## src/rtl/reg_status_bank.sv

```systemverilog
// reg_status_bank: register bank with Tomasulo producer tags.
// Each register holds a value and a producer tag (0 = value ready).
// Issue renames destinations and the CDB retires results by tag match.
// Operand reads return the state from before the current edge's updates.
// base_data and pending return the state after the current edge's updates.
// Optional feature: define REGBANK_CDB_BYPASS_EN to forward a matching
// same-cycle CDB result onto the operand read ports.
module reg_status_bank #(
  parameter int DATA_W   = 8,
  parameter int NREG     = 4,
  parameter int ADDR_W   = 2,
  parameter int TAG_W    = 3,
  parameter int BASE_REG = NREG - 1
) (
  input  logic              clock,
  input  logic              reset,
  input  logic [ADDR_W-1:0] rd1_addr,
  input  logic [ADDR_W-1:0] rd2_addr,
  output logic [DATA_W-1:0] rd1_data,
  output logic [DATA_W-1:0] rd2_data,
  output logic [TAG_W-1:0]  rd1_tag,
  output logic [TAG_W-1:0]  rd2_tag,
  input  logic              issue_en,
  input  logic [ADDR_W-1:0] issue_reg,
  input  logic [TAG_W-1:0]  issue_tag,
  input  logic              cdb_valid,
  input  logic [TAG_W-1:0]  cdb_tag,
  input  logic [DATA_W-1:0] cdb_data,
  output logic [DATA_W-1:0] base_data,
  output logic [NREG-1:0]   pending,
  output logic              err
);

  logic [DATA_W-1:0] val_q [NREG];
  logic [DATA_W-1:0] val_d [NREG];
  logic [TAG_W-1:0]  tag_q [NREG];
  logic [TAG_W-1:0]  tag_d [NREG];

  logic [DATA_W-1:0] rd1_data_q, rd1_data_d, rd2_data_q, rd2_data_d;
  logic [TAG_W-1:0]  rd1_tag_q, rd1_tag_d, rd2_tag_q, rd2_tag_d;
  logic [DATA_W-1:0] base_data_q, base_data_d;
  logic [NREG-1:0]   pending_q, pending_d;
  logic              err_q, err_d;

  logic cdb_hit_ok;
  logic issue_ok;

  // Next-state: CDB write-back first, then rename overrides the tag.
  always_comb begin
    cdb_hit_ok = cdb_valid && (cdb_tag != '0);
    issue_ok   = issue_en && (issue_tag != '0);
    for (int i = 0; i < NREG; i++) begin
      val_d[i] = val_q[i];
      tag_d[i] = tag_q[i];
      if (cdb_hit_ok && (tag_q[i] == cdb_tag)) begin
        val_d[i] = cdb_data;
        tag_d[i] = '0;
      end
      if (issue_ok && (issue_reg == ADDR_W'(i))) begin
        tag_d[i] = issue_tag;
      end
    end
    err_d = err_q || (cdb_valid && (cdb_tag == '0)) || (issue_en && (issue_tag == '0));
    base_data_d = val_d[BASE_REG];
    for (int i = 0; i < NREG; i++) begin
      pending_d[i] = (tag_d[i] != '0);
    end
  end

  // Operand reads from pre-update state, with optional same-cycle CDB forward.
  always_comb begin
    rd1_data_d = val_q[rd1_addr];
    rd1_tag_d  = tag_q[rd1_addr];
    rd2_data_d = val_q[rd2_addr];
    rd2_tag_d  = tag_q[rd2_addr];
`ifdef REGBANK_CDB_BYPASS_EN
    if (cdb_valid && (tag_q[rd1_addr] != '0) && (tag_q[rd1_addr] == cdb_tag)) begin
      rd1_data_d = cdb_data;
      rd1_tag_d  = '0;
    end
    if (cdb_valid && (tag_q[rd2_addr] != '0) && (tag_q[rd2_addr] == cdb_tag)) begin
      rd2_data_d = cdb_data;
      rd2_tag_d  = '0;
    end
`else
`endif
  end

  // State and output registers; asynchronous reset clears everything.
  always_ff @(posedge clock or negedge reset) begin
    if (!reset) begin
      for (int i = 0; i < NREG; i++) begin
        val_q[i] <= '0;
        tag_q[i] <= '0;
      end
      rd1_data_q  <= '0;
      rd1_tag_q   <= '0;
      rd2_data_q  <= '0;
      rd2_tag_q   <= '0;
      base_data_q <= '0;
      pending_q   <= '0;
      err_q       <= 1'b0;
    end else begin
      for (int i = 0; i < NREG; i++) begin
        val_q[i] <= val_d[i];
        tag_q[i] <= tag_d[i];
      end
      rd1_data_q  <= rd1_data_d;
      rd1_tag_q   <= rd1_tag_d;
      rd2_data_q  <= rd2_data_d;
      rd2_tag_q   <= rd2_tag_d;
      base_data_q <= base_data_d;
      pending_q   <= pending_d;
      err_q       <= err_d;
    end
  end

  assign rd1_data  = rd1_data_q;
  assign rd1_tag   = rd1_tag_q;
  assign rd2_data  = rd2_data_q;
  assign rd2_tag   = rd2_tag_q;
  assign base_data = base_data_q;
  assign pending   = pending_q;
  assign err       = err_q;

endmodule

```

## config.mk

```make
export PLATFORM = sky130hd
export DESIGN_NAME = reg_status_bank
export DESIGN_NICKNAME = d
export VERILOG_FILES = /design/src/rtl/reg_status_bank.sv
export SDC_FILE = /design/constraint.sdc
export NUM_CORES = 1
export LEC_CHECK = 0
export ABC_CLOCK_PERIOD_IN_PS = 1950
export CAP_MARGIN = 40
export CELL_PAD_IN_SITES_DETAIL_PLACEMENT = 0
export CELL_PAD_IN_SITES_GLOBAL_PLACEMENT = 1
export CORE_UTILIZATION = 30
export DETAILED_ROUTE_END_ITERATION = 16
export PLACE_DENSITY_LB_ADDON = 0.1
export SETUP_SLACK_MARGIN = 0.02
export SYNTH_ARGS = -nofsm -noshare
export SYNTH_HDL_FRONTEND = slang
export SYNTH_SLANG_ARGS = --single-unit
export TNS_END_PERCENT = 5
```

## constraint.sdc

```tcl
create_clock -name clock -period 1.95 [get_ports clock]
set_input_delay 0.195 -clock clock [delete_from_list [all_inputs] [get_ports clock]]
set_output_delay 0.195 -clock clock [all_outputs]
set_load 0.01 [all_outputs]
```

==> flow_metrics.tcl, run 1 <==
set metrics [dict create \
    syn_nets 265 \
    p_int_mw 3.93 \
    grt_pass1_wl_um 13800 \
    hold_violations 0 \
    ys_ff_latch 71 \
    status "completed" \
    layout_common_cells "dfrtp_1 (71), clkdlybuf4s50_1 (56), buf_4 (35), mux2_2 (32), mux4_2 (22)" \
    drt_iter0_markers 86 \
    critPathMaxStageDelay_ps 480 \
    timing.slew.headroom_pct 72.2 \
    ir_drop_mv 0.530 \
    io_buffers 58 \
    worst_pin_slew_ps 412 \
    grt.overflow.total 0 \
    initial_core_util_pct 30.9 \
    crit_fanout 7 \
    cts_buffers 9 \
    die_area_mm2 0.0116 \
    post-place-ws_ps -291 \
    p_sw_share_pct 30.7 \
    finalSetupViolCount 0 \
    drcViolationCount 0 \
    p_clk_share_pct 19.3 \
    area_growth_pct 33.7 \
    hp-class "in2reg" \
    path_cells "a31oi_1 > or3_1 > a211oi_4 > buf_4 > mux2_2" \
    clk_pin_slew_ps 80 \
    yosysUniqueCellTypes 34 \
    avgSynthCellArea_um2 14.0 \
    grt_antenna_before_repair 0 \
    grtUsageTotal_pct 16.4 \
    wl_per_cell_um 18.1 \
    worstPathRequired_ps 2180 \
    synth-seq-area-share_pct 52.8 \
    p_sw_mw 1.74 \
    p_per_area_mw_per_mm2 1260 \
    slowest_stage "dfrtp_1" \
    gp_congestion 0.734 \
    detail-route-antenna-nets 0 \
    power_frac_comb_pct 36.7 \
    cts_buffer_depth 2 \
    drive_above_1_share_pct 34.7 \
    yosys_warnings 0 \
    rsz0062_at_grt "false" \
    leakage_nw 1.85 \
    fp.coreArea_mm2 0.0109 \
    root_buffer "clkbuf_8" \
    grt_pass1_vias 2436 \
    tns_ps 0 \
    ys.flop_type "dfrtp_1" \
    fin_skew_ps 10.5 \
    sequentialPowerShare_pct 44.0 \
    die_y_um 108 \
    vias 2283 \
    drt_pass1_iterations 4 \
    worstPathArrival_ps 2070 \
    postCtsSetupBuffers 0 \
    cts_tree "done" \
    fmax_mhz 543 \
    drv_cap 0 \
    num_antenna_cells 0 \
    drv_slew 0 \
    startpoint_type "flop" \
    numClockSinks 71 \
    nNetsFinal 350 \
    final_common_cell "dfrtp_1" \
    critical-path-top-delay-family "flip-flops" \
    critPathKind "reg2reg" \
    grt_max_degree 72 \
    rows 38 \
    cp-end-kind "flop" \
    place_hpwl_um 6210 \
    path_buf_inv 1 \
    synth_cells 241 \
    setup_slack_ps 109 \
    clkLatencyLatePin_ps 350 \
    wl_um 8530 \
    htree_levels 3 \
    die_w_um 108 \
    synth_edf_count 0 \
    async_flop_share_pct 100 \
    period_needed_ps 1840 \
    viasPerCell 4.85 \
    syn_area_mm2 0.00337 \
    pin_count 59 \
    period_share_pct 94.4 \
]
-- cells by family (layout without fill, tap and decap cells) --
group,Yosys count,after routing,share of synthesized area (%)
DFF,71,71,52.8
muxes,57,57,26.3
and+or+nand+nor,46,46,7.14
AOI/OAI and AO/OA,33,33,7.32
buffers and inverters,26,116,4.35
xor gates and xnor gates,8,8,2.08
-- cell usage after synthesis (all sizes together), types with 2 or more instances --
cell | n | area (um^2)
inv | 3 | 11.3
o21ai | 5 | 25.0
buf | 17 | 113
nor3b | 2 | 15.0
o31ai | 2 | 15.0
nand3 | 3 | 15.0
mux2 | 32 | 360
mux4 | 22 | 495
o22ai | 8 | 50.1
a211oi | 4 | 67.6
nor3 | 2 | 10.0
or3 | 5 | 36.3
xor2 | 3 | 26.3
xnor2 | 5 | 43.8
nand4 | 3 | 18.8
dfrtp | 71 | 1780
nand4b | 2 | 17.5
nand2 | 17 | 63.8
clkbuf | 6 | 22.5
o311ai | 2 | 17.5
a21oi | 6 | 30.0
a31oi | 4 | 25.0
nor2 | 7 | 26.3
mux2i | 3 | 30.0
-- flip-flops by register name, indices dropped and copies added (netlist names) --
name       count
rd1_tag        3
base_data      8
err            1
rd2_tag        3
val_q         24
pending        4
tag_q         12
rd1_data       8
rd2_data       8
-- per-layer routing --
layer / GRT usage, % / wire [um]
met5: 0 / 0
met2: 25.1 / 3950
met3: 3.69 / 236
met1: 23.2 / 4240
met4: 4.40 / 102
-- repair_timing --
| action | CTS | global route |
|---|---|---|
| resized for setup | 0 | 1 |
| hold endpoints to repair | 71 | 0 |
| setup endpoints to repair | 0 | 2 |
| hold buffers | 1 | 0 |
-- final cells by class --
cell class	instances	area, um^2
Clock buffer	10	138
Clock inverter	6	45.0
Fill cell	1029	6390
Inverter	3	11.3
Multi-Input combinational cell	144	1440
Sequential cell	71	1780
Tap cell	140	175
Timing Repair Buffer	97	911
-- path summary, 6_finish.rpt --
check / cells past startpoint / from / end / slack [ps]
worst max-delay path: 5 / tag_q[11]$_DFF_PN0_ / val_q[28]$_DFFE_PN0P_ / 110
worst min-delay path: 2 / cdb_tag[2] / err$_DFF_PN0_ / 310
worst max register to register: 5 / tag_q[11]$_DFF_PN0_ / val_q[28]$_DFFE_PN0P_ / 110
worst min register to register: 2 / err$_DFF_PN0_ / err$_DFF_PN0_ / 520
max in group asynchronous: 3 / reset / rd1_data[6]$_DFF_PN0_ / 1230
min in group asynchronous: 3 / reset / pending[2]$_DFF_PN0_ / 400
-- power by group through the flow --
stage	registers [mW]	logic, mW	clock network (mW)
final	2.50	2.09	1.10
after global routing	2.60	2.25	1.20
after CTS	2.51	2.12	1.13
after detailed placement	2.54	2.11	0
after global placement	2.52	2.08	0
after floorplan	2.53	1.11	0
-- metrics by stage --
stage / hold slack, ps / power (mW) / util [%] / std cells / cell area, um^2
floorplan: -101 / 3.63 / - / 241 / 3370
global placement: 255 / 4.60 / 39.5 / 454 / 4300
detailed placement: 258 / 4.64 / 39.5 / 454 / 4300
CTS: 418 / 5.76 / 41.3 / 471 / 4500
global route: 320 / 6.05 / 41.3 / 471 / 4500
finish: 308 / 5.68 / 41.3 / 471 / 4500
(Power assumes the default switching activity.)
==> run 2, diff against run 1 <==
--- a/config.mk
+++ b/config.mk
@@ -11,5 +11,6 @@
 export CELL_PAD_IN_SITES_GLOBAL_PLACEMENT = 1
+export CORE_ASPECT_RATIO = 1.5
 export CORE_UTILIZATION = 30
 export DETAILED_ROUTE_END_ITERATION = 16
-export PLACE_DENSITY_LB_ADDON = 0.1
+export PLACE_DENSITY = 0.65
 export SETUP_SLACK_MARGIN = 0.02
--- a/constraint.sdc
+++ b/constraint.sdc
@@ -3,2 +3,2 @@
 set_output_delay 0.195 -clock clock [all_outputs]
-set_load 0.01 [all_outputs]
+set_load 0.1 [all_outputs]
==> run 2 against run 1 <==
Worst hold slack better by 91 ps. Clock power up 36%. Sequential share of layout area is 0.088 points higher. Highest routed layer unchanged. Register-to-register slack about the same. Core utilization fell by 0.50 points. Via count rose by 0.96%. Worst setup slack got worse by 8.3 ps. Critical path type is now in2reg. Fmax decreased by 0.45%. First-iteration DRC count is 56% higher. Routed wire length fell by 6.7%.
==> flow_metrics.tcl, run 2 (synthesized netlist as in run 1, its figures left out) <==
set metrics [dict create \
    die_y_um 132 \
    drv_cap 0 \
    vias 2305 \
    drt_pass1_iterations 4 \
    cts_buffers 9 \
    drive_above_1_share_pct 43.8 \
    rrSetupSlack_ps 110 \
    grt_max_degree 72 \
    biggestRegsByFlops "val_q (24), tag_q (12)" \
    period_share_pct 94.8 \
    status "completed" \
    cts_tree "done" \
    gp_congestion 0.799 \
    rsz0062_at_grt "true" \
    finalSetupViolCount 0 \
    hp-class "in2reg" \
    wl_per_cell_um 16.9 \
    period_needed_ps 1850 \
    cts_buffer_depth 2 \
    place_hpwl_um 5640 \
    initial_core_util_pct 30.6 \
    clk_pin_slew_ps 50 \
    fillers 1055 \
    worstPathRequired_ps 2160 \
    drcViolationCount 0 \
    largest_reg_flops 24 \
    die_area_mm2 0.0117 \
    crit_fanout 10 \
    viasPerCell 4.89 \
    grt_pass1_wl_um 12800 \
    drt_iter0_markers 134 \
    fp.coreArea_mm2 0.0110 \
    final_common_cell "dfrtp_1" \
    p_per_area_mw_per_mm2 1820 \
    grt_pass1_vias 2341 \
    worst_hold_slack_ps 399 \
    ir_drop_mv 0.920 \
    pin_count 59 \
    rows 47 \
    timing.slew.headroom_pct 64.1 \
    area_growth_pct 33.4 \
    nNetsFinal 343 \
    leakage_nw 1.92 \
    layout_common_cells "dfrtp_1 (71), buf_4 (61), mux2_2 (32), mux4_2 (22), clkdlybuf4s50_1 (20)" \
    grtUsageTotal_pct 15.0 \
    numClockSinks 71 \
    detail-route-antenna-nets 0 \
    grt.overflow.total 0 \
    worstPathArrival_ps 2060 \
    worst_pin_slew_ps 533 \
    critPathKind "in2reg" \
    regMostFlops "val_q" \
    num_antenna_cells 0 \
    wl_um 7970 \
    cp-end-kind "flop" \
    fin_skew_ps 6.67 \
    drv_slew 0 \
    io_buffers 58 \
    htree_levels 3 \
    fmax_mhz 541 \
    hold_violations 0 \
    postCtsSetupBuffers 0 \
    root_buffer "clkbuf_16" \
    startpoint_type "primary input" \
    clkLatencyLatePin_ps 330 \
    grt_antenna_before_repair 0 \
    tns_ps 0 \
    die_w_um 88.5 \
]
==> run 2: cell count changes in the layout (fill, tap and decap cells not counted), sizes merged <==
cell | before | now
dlymetal6s2s | 1 | 2
clkdlybuf4s50 | 56 | 20
inv | 4 | 3
clkinv | 2 | 3
clkinvlp | 3 | 2
buf | 39 | 67
clkbuf | 10 | 11
==> run 2: critical path, stage by stage <==
cell,delay (ps)
clkdlybuf4s50_1,580
buf_4,180
and2_1,130
o21ai_0,190
a211oi_4,270
buf_12,170
mux2_2,330
==> run 2: worst paths after layout <==
| kind | start | to | depth (start not counted) |
|---|---|---|---|
| max | cdb_tag[2] | val_q[25]$_DFFE_PN0P_ | 7 |
| min | cdb_valid | pending[0]$_DFF_PN0_ | 4 |
| max reg2reg | tag_q[5]$_DFF_PN0_ | val_q[8]$_DFFE_PN0P_ | 5 |
| min reg2reg | err$_DFF_PN0_ | err$_DFF_PN0_ | 2 |
| max in group asynchronous | reset | tag_q[4]$_DFF_PN0_ | 3 |
| min in group asynchronous | reset | rd1_data[6]$_DFF_PN0_ | 3 |
==> run 2: timing repair <==
action	4_1_cts	5_1_grt
endpoints found under the setup margin	0	32
resized for setup	0	2
hold buffers	1	0
hold endpoints to repair	71	0
==> run 2: layer usage <==
metal | GRT usage [%] | up-vias | routed length (um)
li1 | - | 1057 | -
met1 | 19.3 | 1170 | 3300
met2 | 24.5 | 69 | 4120
met3 | 3.64 | 9 | 424
met4 | 4.57 | 0 | 120
met5 | 0 | - | 0
==> run 2: area by class of cell <==
class / instances / area, um^2 / area share [%]
flip-flops and latches: 71 / 1780 / 39.6
multi-input cells: 144 / 1440 / 32.1
repair buffers: 90 / 798 / 17.8
clock buffers: 11 / 243 / 5.41
well taps: 147 / 184 / 4.10
clock inverters: 5 / 33.8 / 0.753
inverters: 3 / 11.3 / 0.251
==> run 2: through the flow <==
| step | util (%) | worst slack, ps | instances | total power [mW] | cell area, um^2 |
|---|---|---|---|---|---|
| floorplan | - | 106 | 241 | 5.81 | 3370 |
| global route | 40.8 | 17.1 | 471 | 8.50 | 4490 |
| detailed placement | 38.2 | -323 | 454 | 6.69 | 4200 |
| finish | 40.8 | 101 | 471 | 8.15 | 4490 |
| global placement | 38.2 | -319 | 454 | 6.63 | 4200 |
| CTS | 40.8 | 22.5 | 471 | 8.23 | 4480 |
==> run 2: where the power goes <==
part / leakage (nW) / switching [mW] / internal [mW]
clock network: 0.132 / 0.610 / 0.893
logic: 0.925 / 2.94 / 1.21
registers: 0.863 / 0.393 / 2.10
total: 1.92 / 3.95 / 4.21
